==> src/rtl/ifu_fetch_if.sv <==
// Instruction-memory fetch bus: one request channel (valid/ready plus word
// address) and one response channel (valid plus instruction word).
// The fetch unit drives the request side through the master modport; the
// memory drives ready and the response through the slave modport.
interface ifu_fetch_if #(
  parameter int DATA_LEN = 32
);
  logic                req_valid;
  logic                req_ready;
  logic [DATA_LEN-1:0] addr;
  logic                rsp_valid;
  logic [31:0]         rdata;

  modport master (
    output req_valid,
    output addr,
    input  req_ready,
    input  rsp_valid,
    input  rdata
  );

  modport slave (
    input  req_valid,
    input  addr,
    output req_ready,
    output rsp_valid,
    output rdata
  );
endinterface

==> src/rtl/ifu_fetch.sv <==
// Instruction fetch unit: keeps the fetch PC, issues one memory request at a
// time, holds the returned word for the decode stage and follows redirects.
// A redirect that lands while a request is outstanding marks that response
// for discard so a stale word never reaches decode.
module ifu_fetch #(
  parameter int                  DATA_LEN = 32,
  parameter logic [DATA_LEN-1:0] RESET_PC = 32'h8000_0000
) (
  input  logic                clk,
  input  logic                rst,
  ifu_fetch_if.master         imem,
  output logic                inst_valid,
  input  logic                inst_ready,
  output logic [31:0]         inst,
  output logic [DATA_LEN-1:0] PC,
  output logic [DATA_LEN-1:0] PC_S,
  input  logic                jump_valid,
  input  logic [DATA_LEN-1:0] jump_addr,
  input  logic                halt
);

  typedef enum logic [1:0] {
    S_REQ  = 2'd0,
    S_WAIT = 2'd1,
    S_OUT  = 2'd2
  } state_e;

  localparam logic [DATA_LEN-1:0] ALIGN_MASK = {{(DATA_LEN-2){1'b1}}, 2'b00};
  localparam logic [DATA_LEN-1:0] PC_STEP    = DATA_LEN'(32'd4);

  state_e              state_q, state_d;
  logic [DATA_LEN-1:0] pc_q, pc_d;
  logic                drop_q, drop_d;
  logic                inst_valid_q, inst_valid_d;
  logic [31:0]         inst_q, inst_d;

  logic [DATA_LEN-1:0] jump_tgt_s;
  logic                req_valid_s;

  // Redirect target is forced word aligned; a request is only offered when
  // idle and neither a redirect nor a halt is pending this cycle.
  always_comb begin
    jump_tgt_s  = jump_addr & ALIGN_MASK;
    req_valid_s = (state_q == S_REQ) & ~jump_valid & ~halt;
  end

  // State register; reset wins over every other event.
  always_ff @(posedge clk) begin
    if (rst) begin
      state_q      <= S_REQ;
      pc_q         <= RESET_PC;
      drop_q       <= 1'b0;
      inst_valid_q <= 1'b0;
      inst_q       <= 32'h0000_0000;
    end else begin
      state_q      <= state_d;
      pc_q         <= pc_d;
      drop_q       <= drop_d;
      inst_valid_q <= inst_valid_d;
      inst_q       <= inst_d;
    end
  end

  // Next-state logic: request, wait for (or discard) the response, then hold
  // the instruction until decode takes it or a redirect replaces it.
  always_comb begin
    state_d      = state_q;
    pc_d         = pc_q;
    drop_d       = drop_q;
    inst_valid_d = inst_valid_q;
    inst_d       = inst_q;

    case (state_q)
      S_REQ: begin
        if (jump_valid) begin
          pc_d = jump_tgt_s;
        end else if (req_valid_s && imem.req_ready) begin
          state_d = S_WAIT;
        end else begin
          state_d = S_REQ;
        end
      end

      S_WAIT: begin
        if (imem.rsp_valid) begin
          if (drop_q) begin
            // Response belongs to a fetch that was redirected away from.
            drop_d  = 1'b0;
            state_d = S_REQ;
            if (jump_valid) begin
              pc_d = jump_tgt_s;
            end else begin
              pc_d = pc_q;
            end
          end else if (jump_valid) begin
            // Redirect in the same cycle as the data: the data is stale.
            pc_d    = jump_tgt_s;
            state_d = S_REQ;
          end else begin
            inst_d       = imem.rdata;
            inst_valid_d = 1'b1;
            state_d      = S_OUT;
          end
        end else if (jump_valid) begin
          // Response still in flight; remember to throw it away.
          pc_d   = jump_tgt_s;
          drop_d = 1'b1;
        end else begin
          state_d = S_WAIT;
        end
      end

      S_OUT: begin
        if (jump_valid) begin
          inst_valid_d = 1'b0;
          pc_d         = jump_tgt_s;
          state_d      = S_REQ;
        end else if (inst_ready) begin
          inst_valid_d = 1'b0;
          pc_d         = pc_q + PC_STEP;
          state_d      = S_REQ;
        end else begin
          state_d = S_OUT;
        end
      end

      default: begin
        inst_valid_d = 1'b0;
        drop_d       = 1'b0;
        state_d      = S_REQ;
      end
    endcase
  end

  assign imem.req_valid = req_valid_s;
  assign imem.addr      = pc_q;
  assign inst_valid     = inst_valid_q;
  assign inst           = inst_q;
  assign PC             = pc_q;
  assign PC_S           = pc_q + PC_STEP;

endmodule
==> src/flat_wrapper.sv <==
// flat-port wrapper written by rule: the top's interface ports become plain ports
module ifu_fetch_flat 
#(
  parameter int                  DATA_LEN = 32,
  parameter logic [DATA_LEN-1:0] RESET_PC = 32'h8000_0000
)
  (clk, rst, inst_valid, inst_ready, inst, PC, PC_S, jump_valid, jump_addr, halt, imem_req_valid, imem_addr, imem_req_ready, imem_rsp_valid, imem_rdata);
  ifu_fetch_if #(.DATA_LEN(DATA_LEN)) imem_i ();
  input  logic clk;
  input  logic rst;
  output logic inst_valid;
  input  logic inst_ready;
  output logic [31:0] inst;
  output logic [DATA_LEN-1:0] PC;
  output logic [DATA_LEN-1:0] PC_S;
  input  logic jump_valid;
  input  logic [DATA_LEN-1:0] jump_addr;
  input  logic halt;
  output wire logic [$bits(imem_i.req_valid)-1:0] imem_req_valid;
  output wire logic [$bits(imem_i.addr)-1:0] imem_addr;
  input wire logic [$bits(imem_i.req_ready)-1:0] imem_req_ready;
  input wire logic [$bits(imem_i.rsp_valid)-1:0] imem_rsp_valid;
  input wire logic [$bits(imem_i.rdata)-1:0] imem_rdata;
  assign imem_req_valid = imem_i.req_valid;
  assign imem_addr = imem_i.addr;
  assign imem_i.req_ready = imem_req_ready;
  assign imem_i.rsp_valid = imem_rsp_valid;
  assign imem_i.rdata = imem_rdata;
  ifu_fetch #(.DATA_LEN(DATA_LEN), .RESET_PC(RESET_PC)) u_core (.clk(clk), .rst(rst), .imem(imem_i), .inst_valid(inst_valid), .inst_ready(inst_ready), .inst(inst), .PC(PC), .PC_S(PC_S), .jump_valid(jump_valid), .jump_addr(jump_addr), .halt(halt));
endmodule
==> config.mk <==
export PLATFORM = sky130hd
export DESIGN_NAME = ifu_fetch_flat
export DESIGN_NICKNAME = d
export VERILOG_FILES = /design/src/rtl/ifu_fetch_if.sv /design/src/rtl/ifu_fetch.sv /design/src/flat_wrapper.sv
export SDC_FILE = /design/constraint.sdc
export NUM_CORES = 1
export LEC_CHECK = 0
export ABC_AREA = 1
export ABC_CLOCK_PERIOD_IN_PS = 1810
export CORE_ASPECT_RATIO = 0.75
export CORE_MARGIN = 2
export CORE_UTILIZATION = 40
export DETAILED_ROUTE_END_ITERATION = 8
export PLACE_DENSITY = 0.9
export RECOVER_POWER = 25
export SLEW_MARGIN = 20
export SYNTH_ARGS = -nofsm -noshare
export SYNTH_HDL_FRONTEND = slang
export SYNTH_SLANG_ARGS = --single-unit
==> constraint.sdc <==
create_clock -name clk -period 1.81 [get_ports clk]
set_input_delay 0.362 -clock clk [delete_from_list [all_inputs] [get_ports clk]]
set_output_delay 0.362 -clock clk [all_outputs]
set_load 0.01 [all_outputs]
# ---- Word level (Yosys, flattened, before mapping)
# Index checks and enable logic that the tools add are counted.
dict set report classes {
  n_addsub 1
  n_mul 0
  n_div 0
  magnitude_cmp 0
  n_eq_ne 10
  shift 0
  muxes 22
  n_bitwise 7
  reduce_logical 10
}
# cell count
set op_table {}
lappend op_table {{32-bit two-way mux} 3}
lappend op_table {{32-bit case mux with 2 select lines} 1}
lappend op_table {{32-bit by 3-bit adder with 32-bit output, second input constant} 1}
lappend op_table {{2-bit two-way mux} 7}
lappend op_table {{3-bit inequality test, second input constant} 3}
lappend op_table {{1-bit two-way mux} 8}
lappend op_table {{2-bit inequality test, second input constant} 4}
lappend op_table {{2-bit case mux with 3 select lines} 1}
lappend op_table {{1-bit NOT} 5}
lappend op_table {{5-bit AND reduction} 1}
lappend op_table {{2-bit AND reduction} 2}
lappend op_table {{4-bit AND reduction} 1}
lappend op_table {{2-bit OR reduction} 2}
lappend op_table {{1-bit case mux with 3 select lines} 1}
lappend op_table {{3-bit AND reduction} 1}
lappend op_table {{1-bit bitwise AND} 2}
lappend op_table {{2-bit by 1-bit == test with 1-bit output, second input constant} 1}
lappend op_table {{2-bit == test, second input constant} 1}
lappend op_table {{2-bit logical NOT} 1}
lappend op_table {{2-bit by 1-bit inequality test with 1-bit output, second input constant} 1}
lappend op_table {{1-bit case mux with 2 select lines} 1}
lappend op_table {{2-bit nonzero test} 1}
lappend op_table {{1-bit logical AND} 1}
dict set report word_totals {
  register_bits 68
  latch_bits 0
  ram_bits 0
  mem_bits_ro 0
  input_bits 71
  out_inout_bits 130
  wordCells 55
  memories 0
}

# ---- Depth between registers and ports, before layout
# Gate-level depths: netlist of the first run.
dict set report depth {
  depth_word 7
  ltp_mapped 10
  mapped_depth_nobuf 10
}

# ---- Least setup slack after synthesis of the first run
# OpenSTA, ideal clock, no wires.
dict set report synth_timing {
  path_kind {reg-to-output}
  from {register u_core.pc_q[3], in the netlist u_core.PC[3]}
  to {output PC_S[20]}
  arrival_ns 1.383
  required_time_ns 1.448
  path_slack_ns 0.065
  path_stages_with_launch 7
  n_path_buf 0
  path_cell_list {dfxtp_1 -> ha_1 -> nand2_1 -> nor2_1 -> nand3_1 -> o21ai_0 -> and2_1}
}
dict set report synth_via {
  elab_chain_cells 1
}
# element line_no
set synth_lines {}
lappend synth_lines {{from (decl)} ifu_fetch.sv:32} ;# logic [DATA_LEN-1:0] pc_q, pc_d;
lappend synth_lines {{from (signal assigned)} ifu_fetch.sv:57} ;# pc_q <= pc_d;
lappend synth_lines {{32-bit by 3-bit adder with 32-bit output} ifu_fetch.sv:140} ;# assign PC_S = pc_q + PC_STEP;
lappend synth_lines {{to (decl)} flat_wrapper.sv:15} ;# output logic [DATA_LEN-1:0] PC_S;
# No other way between the ends.

# ---- Worst setup path after layout of the first run
# Ends and elaborated chain as after synthesis.

==> results.md, run 1 <==
- Status: finished with violations
- Failing checks: setup timing
- Synth Area in Compound Gates: 17.2%
- Design area: 6960 um^2
- P_leak: 2.98 nW
- Wirelength, routed: 16500 um
- Drt first-iter violations: 396
- RSZ-0062 raised after global routing: yes
- Antenna violations before repair: 0
- Met2 wire length: 8050 um
- PwrDens: 639 nW/um^2
- Adder-cell share of the synthesized area: 0.335%
- Worst Tran Pin Value: 0.719 ns
- Layout cell share with drive strength beyond 1: 32.0%
- Crit share post-route: 120%
- Largest family of logic cells by synthesized area: simple AND/OR/NAND/NOR gates
- DR vias/cell: 5.29
- Clock transition at path regs: 0.06 ns
- Buf/Inv on CP: 2
- Max-cap viol count: 0
- I/O pin cnt: 201
- Count leader, synth: nand2_1
- Area Growth Syn to Fin: 86.1%
- Post-Syn Instances: 558
- Starting Density: 41.2%
- Inserted Diodes: 0
- Distinct cell type count after synthesis: 31
- Nets: 874
- CTS tree: yes
- Crit-path cells: ha_4 > nand2_4 > nor2_4 > buf_6 > nand3_4 > o21ai_1 > and2_4 > buf_2
- Worst slack, placed: -0.453 ns
- Buffers on Ports: 192
- TritonCTS Buffers: 9
- Relative slew slack: 52.0%
- Synthesized flop and latch total: 66
- Crit-path slowest cell: dfxtp_4
- DRC: 0
- Final-report hold violation count: 0
- Via count: 4950
- Fmax: 462 MHz
- Met1 Routed Length: 6110 um
- # fillers: 602
- Hold Buf Count CTS: 0
- XOR/XNOR share of the synthesized area: 4.32%
- Startpoint types: register
- CORE AREA: 9080 um^2
- Fraction of registers with async set/reset: 0%
- Crit path kind: register to output port
- Post-synthesis sequential area ratio: 35.3%
- Top FF cell, synth: dfxtp_1
- Worst Setup SP: u_core.PC[3]$_SDFFE_PP0P_
- CTS Sinks: 66
- Worst vdd ir: 0.680 mV
- Final setup margin: -0.357 ns
- Metal3 WL: 1630 um
- GRT Overall Usage: 28.5%
- Final Wtd Congestion: 0.955
- Yosys warns: 0
- Crit end category: output port
- Top Metal Used: met4
- Post-Synth Simple-Gate Area: 29.3%
- Reg-to-Reg Start: u_core.state_q[1]$_SDFFE_PP0P_
- WL/cell: 17.7 um
- Crit path max-delay family: simple AND/OR/NAND/NOR gates
- Detail Route Antenna Nets: 0
- CTS H-tree depth: 3
- Number of synthesized flops with an enable pin: 0
- Site Rows: 30
- Cell Area, Placed: 6020 um^2
- Final Max Slew Viols: 0
- Die X: 116 um
- Clk root buf: clkbuf_16
- Worst min-delay path class: register to register
- First-pass GRT wire length: 22800 um
- Syn_area_per_cell: 6.70 um^2
- Clock Skew: 0.00782 ns
- Cell Area, Synth: 3740 um^2
- Post-synth top cells: nand2_1 (115), nor2_1 (101), dfxtp_1 (66), o21ai_0 (66), a21oi_1 (57)
- Worst Path Required: 1.45 ns
- Final setup viols: 41
- Largest net degree at the start of global routing: 42
- Hpwl dp: 10400 um
- Top cell type's share of synthesized area: 35.3%
- Vias in the first global route: 4735
- Arrival time at the worst endpoint: 1.80 ns
- Latest clock arrival within the worst-skew pair: 0.34 ns
- Multiplexer share of the synthesized area: 0%
- Grt ovf: 0
- Die H: 87.7 um
- Max incr delay on CP: 0.36 ns
- Die area: 10100 um^2
- Clock buffer depth: 2
- Worst-path maximum fanout: 4
- Hold path startpoint: u_core.inst_valid$_SDFFE_PP0P_
- Synth top area cells: dfxtp_1 (35%), nand2_1 (12%), nor2_1 (10%)
- Drt pass-1 iters: 5
- Top cell type by total area after synthesis: dfxtp_1
- Tmin final: 2.17 ns
cell families (layout without fill, tap and decap cells):
kind of cell,after synthesis,in the layout
xor gates and xnor gates,15,15
buffers and inverters,91,335
DFF,66,66
AOI/OAI and AO/OA,127,127
and+or+nand+nor,257,257
other,1,6
adders and majority gates,1,1
where the power goes:
part | internal [mW] | total (mW) | leakage, nW | switching, mW
combinational | 0.568 | 1.03 | 2.28 | 0.466
clock | 1.12 | 1.82 | 0.150 | 0.704
sequential | 1.52 | 1.59 | 0.548 | 0.0719
cell usage in the layout, fill, tap and decap left out, types with 5 or more instances in the layout:
cell,Yosys,layout
clkdlybuf4s50_1,0,127
nand2_1,115,84
nor2_1,101,82
buf_4,36,74
o21ai_0,66,64
a21oi_1,57,57
dfxtp_1,66,48
nand2_2,3,28
dlygate4sd3_1,0,27
buf_6,2,24
inv_1,27,22
nor2_4,4,19
buf_2,8,19
nand3_1,17,13
nor2_2,7,11
clkbuf_16,0,9
dfxtp_4,0,9
dfxtp_2,0,9
xor2_2,4,8
conb_1,1,6
clkdlybuf4s25_1,0,6
inv_2,3,5
xnor2_2,0,5
per-stage QoR:
stage / power, mW / cells / hold slack, ns / utilization (%) / TNS [ns]
after floorplan: 1.98 / 563 / 0.431 / - / 0
after global placement: 2.53 / 890 / 0.449 / 66.3 / -8.40
after detailed placement: 2.56 / 890 / 0.457 / 66.3 / -13.95
after CTS: 4.37 / 917 / 0.465 / 72.6 / -5.32
after global routing: 4.58 / 935 / 0.486 / 76.6 / -10.35
final: 4.45 / 935 / 0.462 / 76.6 / -6.84
final cells by class:
type | count | area [um^2] | share of cell area [%]
tap | 128 | 160 | 2.30
inverter | 31 | 124 | 1.78
clock buffer | 10 | 239 | 3.43
sequential | 66 | 1370 | 19.6
clock inverter | 6 | 72.6 | 1.04
multi-input combinational | 406 | 2350 | 33.8
timing repair buffer | 288 | 2650 | 38.1
worst reg2reg max path, cell delays in order, from the launching register on:
cell and delay (ns):
dfxtp_1 0.45, nor2_1 0.08, clkinv_1 0.07, buf_4 0.12
nand2_1 0.06, nor2_2 0.21, clkbuf_2 0.38, o21ai_0 0.14
o21bai_1 0.17, nand2_1 0.06
final timing paths:
check,to,slack (ns),depth (start not counted)
worst max-delay path,PC_S[20],-0.36,8
worst min register to register,u_core.inst_valid$_SDFFE_PP0P_,0.46,2
worst max register to register,u_core.PC[31]$_SDFFE_PP1P_,0.02,9
worst min-delay path,u_core.inst_valid$_SDFFE_PP0P_,0.46,2
flip-flops by register name, summed over array words and instances (netlist names):
signal             flops
u_core.state_q         2
u_core.inst           32
u_core.inst_valid      1
u_core.drop_q          1
u_core.PC             30
layer usage:
metal	up-vias	GRT usage [%]
met5	-	0
met1	2296	31.8
li1	2238	-
met3	76	8.93
met2	340	50.7
met4	0	11.8
timing repair:
item / in CTS / in global routing
gates resized for setup: 199 / 89
endpoints found under the setup margin: 32 / 36
buffers inserted: 11 / 18
pin swaps: 27 / 33
Power figures use the tool's default switching activity.
==> inputs of run 2 (changes only) <==
==> constraint.sdc (replaced) <==
create_clock -name clk -period 1.81 [get_ports clk]
set_input_delay 0.181 -clock clk [delete_from_list [all_inputs] [get_ports clk]]
set_output_delay 0.181 -clock clk [all_outputs]
set_load 0.01 [all_outputs]
==> run 2 against run 1 <==
The flow still finishes with violations (setup timing). Non-clock buffer count is 18 lower. Hold slack got worse by 0.044 ns. Worst setup slack improved by 0.21 ns.
==> results.md, run 2 (same netlist as run 1, synthesis figures left out) <==
- Status: finished with violations (unchanged)
- Failing checks: setup timing (unchanged)
- Sum Neg Setup Slack: -0.766 ns (was -6.84 ns)
- Relative slew slack: 62.1% (was 52.0%)
- Max incr delay on CP: 0.36 ns (about the same)
- PwrDens: 642 nW/um^2 (was 639 nW/um^2)
- Cell Area, Placed: 5910 um^2 (was 6020 um^2)
- Via count: 4792 (was 4950)
- Starting Density: 41.2% (unchanged)
- Buffers on Ports: 192 (unchanged)
- DR vias/cell: 5.23 (was 5.29)
- Crit end category: output port (unchanged)
- CTS H-tree depth: 3 (unchanged)
- Crit path max-delay family: simple AND/OR/NAND/NOR gates (unchanged)
- Crit path kind: register to output port (unchanged)
- Fmax: 511 MHz (was 462 MHz)
- Layout cell share with drive strength beyond 1: 29.9% (was 32.0%)
- Final setup viols: 14 (was 41)
- Startpoint types: register (unchanged)
- Reg2reg setup slack: 0.12 ns (was 0.02 ns)
- Area Growth Syn to Fin: 83.1% (was 86.1%)
- RSZ-0062 raised after global routing: yes (unchanged)
- Latest clock arrival within the worst-skew pair: 0.34 ns (about the same)
- Worst min-delay path class: primary input to register (was register to register)
- Crit share post-route: 108% (was 120%)
- Crit-path cells: ha_4 > nand2_4 > nor2_4 > nand2_4 > nor2_4 > nand3_2 > and2_4 > buf_6 (was ha_4 > nand2_4 > nor2_4 > buf_6 > nand3_4 > o21ai_1 > and2_4 > buf_2)
- P_leak: 2.98 nW (about the same)
- Die H: 87.7 um (unchanged)
- DP Cell Count: 880 (was 890)
- Commonest cells after routing, fill and taps aside: clkdlybuf4s50_1 (125), nand2_1 (90), nor2_1 (79) (was clkdlybuf4s50_1 (127), nand2_1 (84), nor2_1 (82))
- Inserted Diodes: 0 (unchanged)
- Hpwl dp: 10300 um (was 10400 um)
- Worst Path Required: 1.63 ns (was 1.45 ns)
- Die area: 10100 um^2 (unchanged)
- Worst slack, placed: -0.283 ns (was -0.453 ns)
- Site Rows: 30 (unchanged)
- Worst vdd ir: 0.518 mV (was 0.680 mV)
- Antenna violations before repair: 0 (unchanged)
- Detail Route Antenna Nets: 0 (unchanged)
- Final Max Slew Viols: 0 (unchanged)
- Grt ovf: 0 (unchanged)
- TritonCTS Buffers: 9 (unchanged)
- Final Wtd Congestion: 0.945 (was 0.955)
- DRC: 0 (unchanged)
- Worst Tran Pin Value: 0.568 ns (was 0.719 ns)
- Max-cap viol count: 0 (unchanged)
- Tmin final: 1.96 ns (was 2.17 ns)
- Vias in the first global route: 4617 (was 4735)
- Buf/Inv on CP: 1 (was 2)
- Worst-path maximum fanout: 4 (unchanged)
- Final setup margin: -0.146 ns (was -0.357 ns)
- Die X: 116 um (unchanged)
- Leading cell type in the layout, fill and taps excluded: clkdlybuf4s50_1 (unchanged)
- Clock transition at path regs: 0.06 ns (about the same)
- GRT Overall Usage: 28.3% (was 28.5%)
- Arrival time at the worst endpoint: 1.78 ns (was 1.80 ns)
- CORE AREA: 9080 um^2 (unchanged)
- I/O pin cnt: 201 (unchanged)
- Drt first-iter violations: 340 (was 396)
- Clock Skew: 0.0122 ns (was 0.00782 ns)
- Fin cells: 917 (was 935)
- Clk root buf: clkbuf_16 (unchanged)
- Final-report hold violation count: 0 (unchanged)
- First-pass GRT wire length: 22500 um (was 22800 um)
- WL/cell: 17.0 um (was 17.7 um)
- Drt pass-1 iters: 5 (unchanged)
- Wirelength, routed: 15600 um (was 16500 um)
- Crit-path slowest cell: dfxtp_4 (unchanged)
- Clock buffer depth: 2 (unchanged)
- Max reg flops: 32 (unchanged)
- CTS tree: yes (unchanged)
- Hold Buf Count CTS: 0 (unchanged)
- CTS Sinks: 66 (unchanged)
- Design area: 6850 um^2 (was 6960 um^2)
- Largest net degree at the start of global routing: 35 (was 42)
- Nets: 856 (was 874)
run 2: changes by cell type in the layout (fill, tap and decap cells not counted), sizes merged:
cell	before	now
buf	121	103
dlygate4sd3	27	38
clkinv	2	4
clkbuf	14	11
inv	33	31
clkdlybuf4s25	6	0
clkinvlp	1	2
dlygate4sd2	3	2
clkdlybuf4s50	127	125
run 2: area by class of cell:
type	count	area (um^2)
Multi-Input combinational cell	406	2360
Timing Repair Buffer	270	2540
Clock buffer	9	225
Inverter	31	123
Clock inverter	7	77.6
Fill cell	607	2240
Tap cell	128	160
Sequential cell	66	1370
run 2: repair_timing:
item / 4_1_cts / 5_1_grt
setup buffers: 14 / 8
resized for setup: 177 / 92
pin swaps: 23 / 35
endpoints found under the setup margin: 29 / 28
run 2: final timing paths:
path,cells past startpoint,from,end
setup / recovery,8,u_core.PC[3]$_SDFFE_PP0P_,PC_S[22]
hold / removal,3,jump_addr[4],u_core.PC[4]$_SDFFE_PP0P_
setup reg to reg,7,u_core.state_q[1]$_SDFFE_PP0P_,u_core.PC[11]$_SDFFE_PP0P_
hold reg to reg,2,u_core.inst_valid$_SDFFE_PP0P_,u_core.inst_valid$_SDFFE_PP0P_
run 2: through the flow:
step                power, mW  util, %  hold WS [ns]
floorplan                1.98        -         0.250
global placement         2.52     65.0         0.449
detailed placement       2.54     65.0         0.463
CTS                      4.32     71.4         0.412
global route             4.54     75.4         0.419
finish                   4.40     75.4         0.418
run 2: report_power, final:
group	switching (mW)	total [mW]	internal (mW)
logic	0.456	1.03	0.574
clock network	0.706	1.78	1.08
registers	0.0675	1.59	1.52
total	1.23	4.40	3.17
run 2: worst register-to-register path, delay by kind of cell (launching register included):
| family | cells | cell delay (ns) |
|---|---|---|
| flops | 1 | 0.42 |
| compound gates | 2 | 0.37 |
| buf+inv | 2 | 0.51 |
| simple gates | 3 | 0.33 |
run 2: per-layer routing:
layer | up-vias | global-route usage [%] | routed length, um
li1 | 2198 | - | -
met1 | 2232 | 31.6 | 5660
met2 | 297 | 51.1 | 7750
met3 | 65 | 8.72 | 1550
met4 | 0 | 10.2 | 626
met5 | - | 0 | 0
